`src/rtl/sfx_seq.sv`:
```
`default_nettype none
// ============================================================================
// Module   : sfx_seq
// Desc     : Priority-arbitrated sound-effect sequencer. A rising edge on a
//            trigger channel plays a square-wave tone built from that
//            channel's half-period and duration, followed by a silent gap.
//            Lower channel indices win arbitration and may preempt a tone
//            that is already playing on a higher index.
// Options  : SFX_QUEUE_EN - remember non-preempting requests seen during
//            PLAY/GAP and serve them from IDLE (default: dropped).
// Revision : 1.0 - initial release
// ============================================================================
module sfx_seq #(
  parameter int NUM_CH  = 4,
  parameter int HP_W    = 18,
  parameter int DUR_W   = 25,
  parameter int GAP_CYC = 1000,
  localparam int CH_W   = (NUM_CH > 1) ? $clog2(NUM_CH) : 1
) (
  input  logic                    clk,
  input  logic                    rst_n,
  input  logic [NUM_CH-1:0]       trig,
  input  logic [NUM_CH*HP_W-1:0]  half_period,
  input  logic [NUM_CH*DUR_W-1:0] duration,
  input  logic                    mute,
  output logic                    sound,
  output logic                    busy,
  output logic [CH_W-1:0]         active_ch,
  output logic                    done
);

  // GAP_CYC of 0 still yields a single gap cycle, so the counter never
  // needs to represent more than max(GAP_CYC,1)-1.
  localparam int GAP_W = (GAP_CYC > 1) ? $clog2(GAP_CYC) : 1;
  localparam logic [GAP_W-1:0] GAP_LAST = (GAP_CYC > 1) ? GAP_W'(GAP_CYC - 1) : '0;

  localparam logic [1:0] S_IDLE = 2'd0;
  localparam logic [1:0] S_PLAY = 2'd1;
  localparam logic [1:0] S_GAP  = 2'd2;

  logic [1:0]        state_q, state_d;
  logic [NUM_CH-1:0] trig_q, trig_d;
  logic              arm_q, arm_d;
  logic [HP_W-1:0]   hp_q, hp_d;
  logic [DUR_W-1:0]  dur_q, dur_d;
  logic [HP_W-1:0]   tone_cnt_q, tone_cnt_d;
  logic [DUR_W-1:0]  dur_cnt_q, dur_cnt_d;
  logic [GAP_W-1:0]  gap_cnt_q, gap_cnt_d;
  logic              sound_int_q, sound_int_d;
  logic              sound_q, sound_d;
  logic              done_q, done_d;
  logic [CH_W-1:0]   active_ch_q, active_ch_d;
`ifdef SFX_QUEUE_EN
  logic [NUM_CH-1:0] pending_q, pending_d;
`endif

  logic [HP_W-1:0]   hp_arr  [NUM_CH];
  logic [DUR_W-1:0]  dur_arr [NUM_CH];
  logic [NUM_CH-1:0] dur_nz;

  logic [NUM_CH-1:0] rise;
  logic [NUM_CH-1:0] req_v;
  logic [NUM_CH-1:0] cand_v;
  logic [NUM_CH-1:0] sel_oh;
  logic [CH_W-1:0]   sel_idx;
  logic              sel_vld;
  logic              start;
  logic              preempt;
  logic              tone_end;
  logic              gap_end;

  // Unpack the per-channel configuration buses.
  for (genvar i = 0; i < NUM_CH; i++) begin : g_ch
    assign hp_arr[i]  = half_period[i*HP_W +: HP_W];
    assign dur_arr[i] = duration[i*DUR_W +: DUR_W];
    assign dur_nz[i]  = |duration[i*DUR_W +: DUR_W];
  end

  // Edge detection and lowest-index arbitration among requests with a
  // nonzero duration; zero-duration requests simply never become candidates.
  always_comb begin
    // Levels already high when reset releases are not treated as new edges.
    rise = arm_q ? (trig & ~trig_q) : '0;
`ifdef SFX_QUEUE_EN
    req_v = (state_q == S_IDLE) ? (rise | pending_q) : rise;
`else
    req_v = rise;
`endif
    cand_v  = req_v & dur_nz;
    sel_vld = |cand_v;
    sel_idx = '0;
    for (int i = NUM_CH - 1; i >= 0; i--) begin
      if (cand_v[i]) sel_idx = CH_W'(i);
    end
    start    = (state_q == S_IDLE) && sel_vld;
    preempt  = (state_q == S_PLAY) && sel_vld && (sel_idx < active_ch_q);
    sel_oh   = (start || preempt) ? (NUM_CH'(1) << sel_idx) : '0;
    tone_end = (state_q == S_PLAY) && !preempt && (dur_cnt_q == dur_q - DUR_W'(1));
    gap_end  = (state_q == S_GAP) && (gap_cnt_q == GAP_LAST);
  end

  // State register.
  always_ff @(posedge clk or negedge rst_n) begin
    if (!rst_n) state_q <= S_IDLE;
    else        state_q <= state_d;
  end

  // Next-state logic.
  always_comb begin
    state_d = state_q;
    case (state_q)
      S_IDLE:  if (start) state_d = S_PLAY;
      S_PLAY:  if (preempt) state_d = S_PLAY;
               else if (tone_end) state_d = S_GAP;
      S_GAP:   if (gap_end) state_d = S_IDLE;
      default: state_d = S_IDLE;
    endcase
  end

  // Datapath and output next-values: snapshots, tone/duration/gap counters.
  always_comb begin
    trig_d      = trig;
    arm_d       = 1'b1;
    hp_d        = hp_q;
    dur_d       = dur_q;
    tone_cnt_d  = tone_cnt_q;
    dur_cnt_d   = dur_cnt_q;
    gap_cnt_d   = gap_cnt_q;
    sound_int_d = sound_int_q;
    active_ch_d = active_ch_q;
    done_d      = tone_end;

    if (start || preempt) begin
      // New tone: take a private copy so later input changes do not leak in.
      hp_d        = hp_arr[sel_idx];
      dur_d       = dur_arr[sel_idx];
      active_ch_d = sel_idx;
      tone_cnt_d  = '0;
      dur_cnt_d   = '0;
      sound_int_d = 1'b0;
    end else if (state_q == S_PLAY) begin
      if (tone_end) begin
        dur_cnt_d   = '0;
        tone_cnt_d  = '0;
        sound_int_d = 1'b0;
        gap_cnt_d   = '0;
      end else begin
        dur_cnt_d = dur_cnt_q + DUR_W'(1);
        // A zero half-period is a rest: the square wave never toggles.
        if (hp_q != '0) begin
          if (tone_cnt_q == hp_q - HP_W'(1)) begin
            tone_cnt_d  = '0;
            sound_int_d = ~sound_int_q;
          end else begin
            tone_cnt_d = tone_cnt_q + HP_W'(1);
          end
        end
      end
    end else if (state_q == S_GAP) begin
      gap_cnt_d = gap_end ? '0 : gap_cnt_q + GAP_W'(1);
    end

    sound_d = sound_int_d & ~mute & (state_d == S_PLAY);

`ifdef SFX_QUEUE_EN
    if (state_q == S_IDLE) pending_d = (pending_q | rise) & dur_nz & ~sel_oh;
    else                   pending_d = pending_q | (rise & ~sel_oh);
`endif
  end

  // Datapath registers; reset silences the speaker at once.
  always_ff @(posedge clk or negedge rst_n) begin
    if (!rst_n) begin
      trig_q      <= '0;
      arm_q       <= 1'b0;
      hp_q        <= '0;
      dur_q       <= '0;
      tone_cnt_q  <= '0;
      dur_cnt_q   <= '0;
      gap_cnt_q   <= '0;
      sound_int_q <= 1'b0;
      sound_q     <= 1'b0;
      done_q      <= 1'b0;
      active_ch_q <= '0;
`ifdef SFX_QUEUE_EN
      pending_q   <= '0;
`endif
    end else begin
      trig_q      <= trig_d;
      arm_q       <= arm_d;
      hp_q        <= hp_d;
      dur_q       <= dur_d;
      tone_cnt_q  <= tone_cnt_d;
      dur_cnt_q   <= dur_cnt_d;
      gap_cnt_q   <= gap_cnt_d;
      sound_int_q <= sound_int_d;
      sound_q     <= sound_d;
      done_q      <= done_d;
      active_ch_q <= active_ch_d;
`ifdef SFX_QUEUE_EN
      pending_q   <= pending_d;
`endif
    end
  end

  assign sound     = sound_q;
  assign busy      = (state_q != S_IDLE);
  assign active_ch = active_ch_q;
  assign done      = done_q;

endmodule
`default_nettype wire

```
`config.mk`:
```
export PLATFORM = sky130hd
export DESIGN_NAME = sfx_seq
export DESIGN_NICKNAME = d
export VERILOG_FILES = /design/src/rtl/sfx_seq.sv
export SDC_FILE = /design/constraint.sdc
export NUM_CORES = 1
export LEC_CHECK = 0
export ABC_CLOCK_PERIOD_IN_PS = 9300
export CORE_MARGIN = 2
export CORE_UTILIZATION = 56
export DETAILED_ROUTE_END_ITERATION = 12
export GPL_TIMING_DRIVEN = 0
export MAX_ROUTING_LAYER = met4
export PLACE_DENSITY = 0.85
export SLEW_MARGIN = 25
export SYNTH_ARGS = -nofsm -noshare
export SYNTH_HDL_FRONTEND = slang
export SYNTH_SLANG_ARGS = --single-unit
```
`constraint.sdc`:
```
create_clock -name clk -period 9.3 [get_ports clk]
set_input_delay 1.86 -clock clk [delete_from_list [all_inputs] [get_ports clk]]
set_output_delay 1.86 -clock clk [all_outputs]
set_load 0.02 [all_outputs]
```
# Word-level counts from Yosys, hierarchy flattened
# Cells that the tools add are included.
# op_classes
n_shift	0
n_lt_le_gt_ge	2
muxes	33
add_sub_neg	5
n_reduce_logical	21
n_div	0
n_mul	0
n_eq_ne	7
bitwise_logic	9
# ops
op	count
$mux W18	7
$mux W25	5
$reduce_or A25 Y1	4
$bmux W25 S2	1
$mux W10	4
$bmux W18 S2	1
$add A25 B1 Y25 const B	1
$eq A25 B25 Y1	1
$sub A25 B1 Y25 const B	1
$add A18 B1 Y18 const B	1
$eq A18 B18 Y1	1
$reduce_bool A18 Y1	1
$sub A18 B1 Y18 const B	1
$mux W2	8
$add A10 B1 Y10 const B	1
$eq A10 B10 Y1 const B	1
$and A4 B4 Y4	2
$logic_and A1 B1 Y1	6
$pmux W2 S3	1
$reduce_bool A2 Y1	3
$mux W1	5
$eq A2 B1 Y1 const B	2
$mux W4	1
$not A4 Y4	1
14 further kinds	17
# totals
reg_bits	108
in_bits	179
mem_bits_ro	0
latchBits	0
ramBits	0
mem_count	0

# Longest topological paths before layout
# depth
ltp_word	18
mapped_depth	19

# Least setup slack after synthesis
# OpenSTA, ideal clock, no wires.
# synth_timing
kind	input -> register
from	in duration[25]
to	reg dur_cnt_q[23]
path_buffers	4
path_slack_ns	3.671
t_arrival_ns	5.546
path_stages	19
setup_ns	0.083
path_cell_list	nor4_1 -> nand4_1 -> o21ai_0 -> nand2_1 -> a21oi_1 -> clkbuf_1 -> clkbuf_1 -> ha_1 -> nand2b_1 -> o21ai_0 -> o21ba_2 -> inv_1 -> a21oi_1 -> clkbuf_1 -> nand2_1 -> a21oi_1 -> clkbuf_1 -> inv_1 -> o21ai_0
# synth_between
elab_chain_cells	12
word_cells_on_any_way	17
cone_classes	order compare: 1; mux: 5; bitwise: 1; reduce/logical: 10
# synth_lines
element	line_no	rtl
start, declared	24	input logic [NUM_CH*DUR_W-1:0] duration,
$reduce_or A25 Y1 (*)	76	assign dur_nz[i] = |duration[i*DUR_W +: DUR_W];
$and A4 B4 Y4 (*)	89	cand_v = req_v & dur_nz;
$mux W2 (*) (2 in a row)	93	if (cand_v[i]) sel_idx = CH_W'(i);
net sel_idx[1]	65	logic [CH_W-1:0] sel_idx;
$lt A2 B2 Y1 (*)	96	preempt = (state_q == S_PLAY) && sel_vld && (sel_idx < active_ch_q);
$logic_and A1 B1 Y1 (*)	96	
$logic_not A1 Y1	98	tone_end = (state_q == S_PLAY) && !preempt && (dur_cnt_q == dur_q - DUR_W'(1));
$logic_and A1 B1 Y1 (2 in a row)	98	
$mux W25	142	if (tone_end) begin
$mux W25	141	end else if (state_q == S_PLAY) begin
$mux W25	133	if (start || preempt) begin
end signal, assigned	194	dur_cnt_q <= dur_cnt_d;
end, declared	47	logic [DUR_W-1:0] dur_cnt_q, dur_cnt_d;
# The timed path passes the listed nets; every way through them passes the cells marked *. The select of a mux whose other input is x is not followed.
# A chain may end at the register's enable or synchronous reset.

# Worst setup path after layout
# Same ends and word-level chain as after synthesis.

==> impl_results.md <==
- Power Total: 2.37 mW
- WL final: 28,500 um
- Hold path depth: 1
- Clock Latency Late Sink: 360 ps
- Commonest cells in the netlist: 319 x nand2_1, 123 x o21ai_0, 108 x dfrtp_1, 67 x nand3_1, 59 x nor2_1
- Synthesized instance count: 1,138
- Crit-path max FO: 10
- GRT Resource Usage Total: 37.6%
- Clock power frac: 18.8%
- Post-synth cell types: 74
- Worst R2R End: dur_cnt_q[23]$_DFFE_PN0P_
- Worst r2r path cells: 18
- Ys async rst share: 100%
- Share of layout cells above drive strength 1: 3.89%
- Worst Hold Path EP: gap_cnt_q[9]$_DFFE_PN0P_
- Setup crit start kind: input port
- Sw Share: 43.7%
- Die area: 0.0158 mm2
- Post-synth EDFFs: 0
- Diode count: 0
- Synth top area cells: dfrtp_1 33%, nand2_1 14%, o21ai_0 7.4%
- Synth Cell Area: 0.00828 mm2
- Internal power: 1.33 mW
- Net Sw Power: 1.03 mW
- Fin. Hold Viols: 0
- Final period util: 83.7%
- Drt drc: 0
- Core area: 0.0145 mm2
- Worst-Margin Slew: 654 ps
- Setup tns final: 0 ps
- Drt wl/cell: 18.7 um
- RSZ-0062 raised after global routing: false
- Vias: 9,289
- Final #Nets: 1,523
- GP Congestion: 0.989
- FP Rows: 44
- Post-synth top area share: 32.7%
- Power per standard cell area: 221 mW/mm2
- Pin count of the biggest net entering global routing: 57
- Critical setup path kind: input port to register
- FILL cells: 1,124
- Number of DRC markers in iteration 0: 1,098
- Number of synthesized register bits: 108
- P&R area growth vs syn: 29.5%
- Fin util: 74.0%
- Ys flop type: dfrtp_1
- Flop pwr share: 32.3%
- Syn Area/Cell: 7.27 um2
- DP Wirelength: 22,700 um
- Number of gates resized after cts: 0
- Initial antenna violation count: 0
- Area leader, netlist: dfrtp_1
- Worst min path class: register to register
- Comb pwr share: 48.9%
- Peak supply drop: 110 uV
- Chip Height: 126 um
- Final setup violation count: 0
- DR vias/cell: 6.10
- Rel. slew slack: 56.4%
- Clock Path Buffers: 2
- Max Freq: 128 MHz
- Req. time, crit path: 9580 ps
- Port Buffers: 183
- Worst R2R Start: arm_q$_DFF_PN0_
- Critical Path Sink Type: register
- Sequential area share after synthesis: 32.7%
- Critical Path AT: 8060 ps
- Final Skew: 12.0 ps
- Most frequent cell after synthesis: nand2_1
- Vias in the first global route: 9,121
- Antenna Nets Post-Route: 0
- Ports: 184
- R2r setup slk: 3640 ps
- Die width: 126 um
- Initial Util: 57.2%
- Clk root buf: clkbuf_16
- Setup Fix Bufs, Post-CTS: 0
- Overflow after GRT: 0
- CTS Buf Count: 9
- Sink Count: 108
- Fin. max-slew vios: 0
- Synth Net Count: 1,328
- CTS HTree Levels: 3
- Pre-Repair DR Iteration Count: 6
- Clock slew at reported path FFs: 80 ps
- CTS tree: yes
- Status: finished clean
- Max-cap viol count: 0
- Period minus WS final: 7790 ps
- Hold Buf Count CTS: 0
- Synth warn: 0
- First-pass GRT wire length: 46,500 um
- Hold Startpoint: gap_cnt_q[9]$_DFFE_PN0P_
- P_leak: 4.49 nW
==> sequential cells by signal, indices dropped and copies added (netlist names), 2 cells and up <==
signal,count
tone_cnt_q,18
dur_cnt_q,25
trig_q,4
active_ch,2
gap_cnt_q,10
state_q,2
hp_q,18
dur_q,25
==> critical path: stages <==
cell and delay (ps):
clkdlybuf4s50_1 430, nor4_1 430, nand4_1 190, o21ai_0 400, nand2_1 100, a21oi_1 440
clkbuf_1 430, clkbuf_1 540, ha_1 290, nand2b_1 130, o21ai_0 170, o21ba_2 340
inv_1 60, a21oi_1 260, clkbuf_1 510, nand2_1 160, a21oi_1 550, clkbuf_1 470
inv_1 100, o21ai_0 200
==> cell type report <==
type	count	area, um2	share of cell area (%)
plain buffers	63	267	2.49
clock buffers	10	229	2.14
clock inverters	6	119	1.11
inverters	17	63.8	0.596
multi-input cells	950	5240	48.9
flip-flops and latches	108	2700	25.2
well taps	184	230	2.15
repair buffers	184	1860	17.4
==> per-layer routing <==
layer  vias up  global-route usage, %  part of all wire (%)
li1       4406                      -                     -
met1      4293                   48.5                    41
met4         0                   13.9                   3.0
met3        78                   4.54                   8.1
met5         -                      -                     0
met2       512                   61.2                    48
==> layout by cell type (no fill, tap or decap), types with 7 or more instances in the layout <==
cell	synthesis	layout
a31oi_1	11	11
clkbuf_16	0	9
a21oi_1	30	30
nor2_1	59	59
nand3b_1	9	9
mux2i_1	9	9
xor2_1	31	31
nand4_1	23	23
or3_1	17	17
clkdlybuf4s50_1	0	182
buf_2	8	8
nor2b_1	8	8
ha_1	11	11
and3_1	20	20
and2_1	7	7
buf_1	11	11
nand2_1	319	319
o21ai_0	123	123
or4_1	7	7
nor3_1	24	24
dfrtp_1	108	108
o31ai_1	9	9
inv_1	16	16
nand3_1	67	67
xnor2_1	37	37
nor4_1	34	34
clkbuf_1	40	41
==> how the worst max path moves through the flow <==
| stage | startpoint | end | depth (start not counted) |
|---|---|---|---|
| floorplan | duration[25] | dur_cnt_q[23]$_DFFE_PN0P_ | 19 |
| global placement | duration[25] | dur_cnt_q[24]$_DFFE_PN0P_ | 20 |
| detailed placement | duration[25] | dur_cnt_q[24]$_DFFE_PN0P_ | 20 |
| CTS | duration[25] | dur_cnt_q[24]$_DFFE_PN0P_ | 20 |
| global route | duration[25] | dur_cnt_q[24]$_DFFE_PN0P_ | 20 |
| finish | duration[25] | dur_cnt_q[23]$_DFFE_PN0P_ | 20 |
==> cell families after synthesis <==
kind of cell	synth area share [%]
buf+inv	3.99
simple gates	36.6
other cells	0.0453
compound gates	16.6
xor+xnor	7.20
flops	32.7
mux	1.22
fa+ha+maj	1.66
==> stage by stage <==
stage / std cells / hold slack [ps] / area [um2] / setup WS, ps
after global placement: 1505 / 470 / 10300 / 1470
after detailed placement: 1506 / 479 / 10400 / 1400
final: 1522 / 489 / 10700 / 1510
after global routing: 1522 / 508 / 10700 / 1020
after CTS: 1522 / 490 / 10700 / 1680
after floorplan: 1138 / 449 / 8280 / 3670
==> power groups by stage <==
stage	sequential [mW]	combinational, mW	clock, mW
3_3_place_gp	0.760	1.09	0
5_1_grt	0.784	1.28	0.464
4_1_cts	0.760	1.14	0.446
6_report	0.765	1.16	0.445
2_1_floorplan	0.723	0.795	0
3_5_place_dp	0.767	1.13	0
Power figures use the tool's default switching activity.
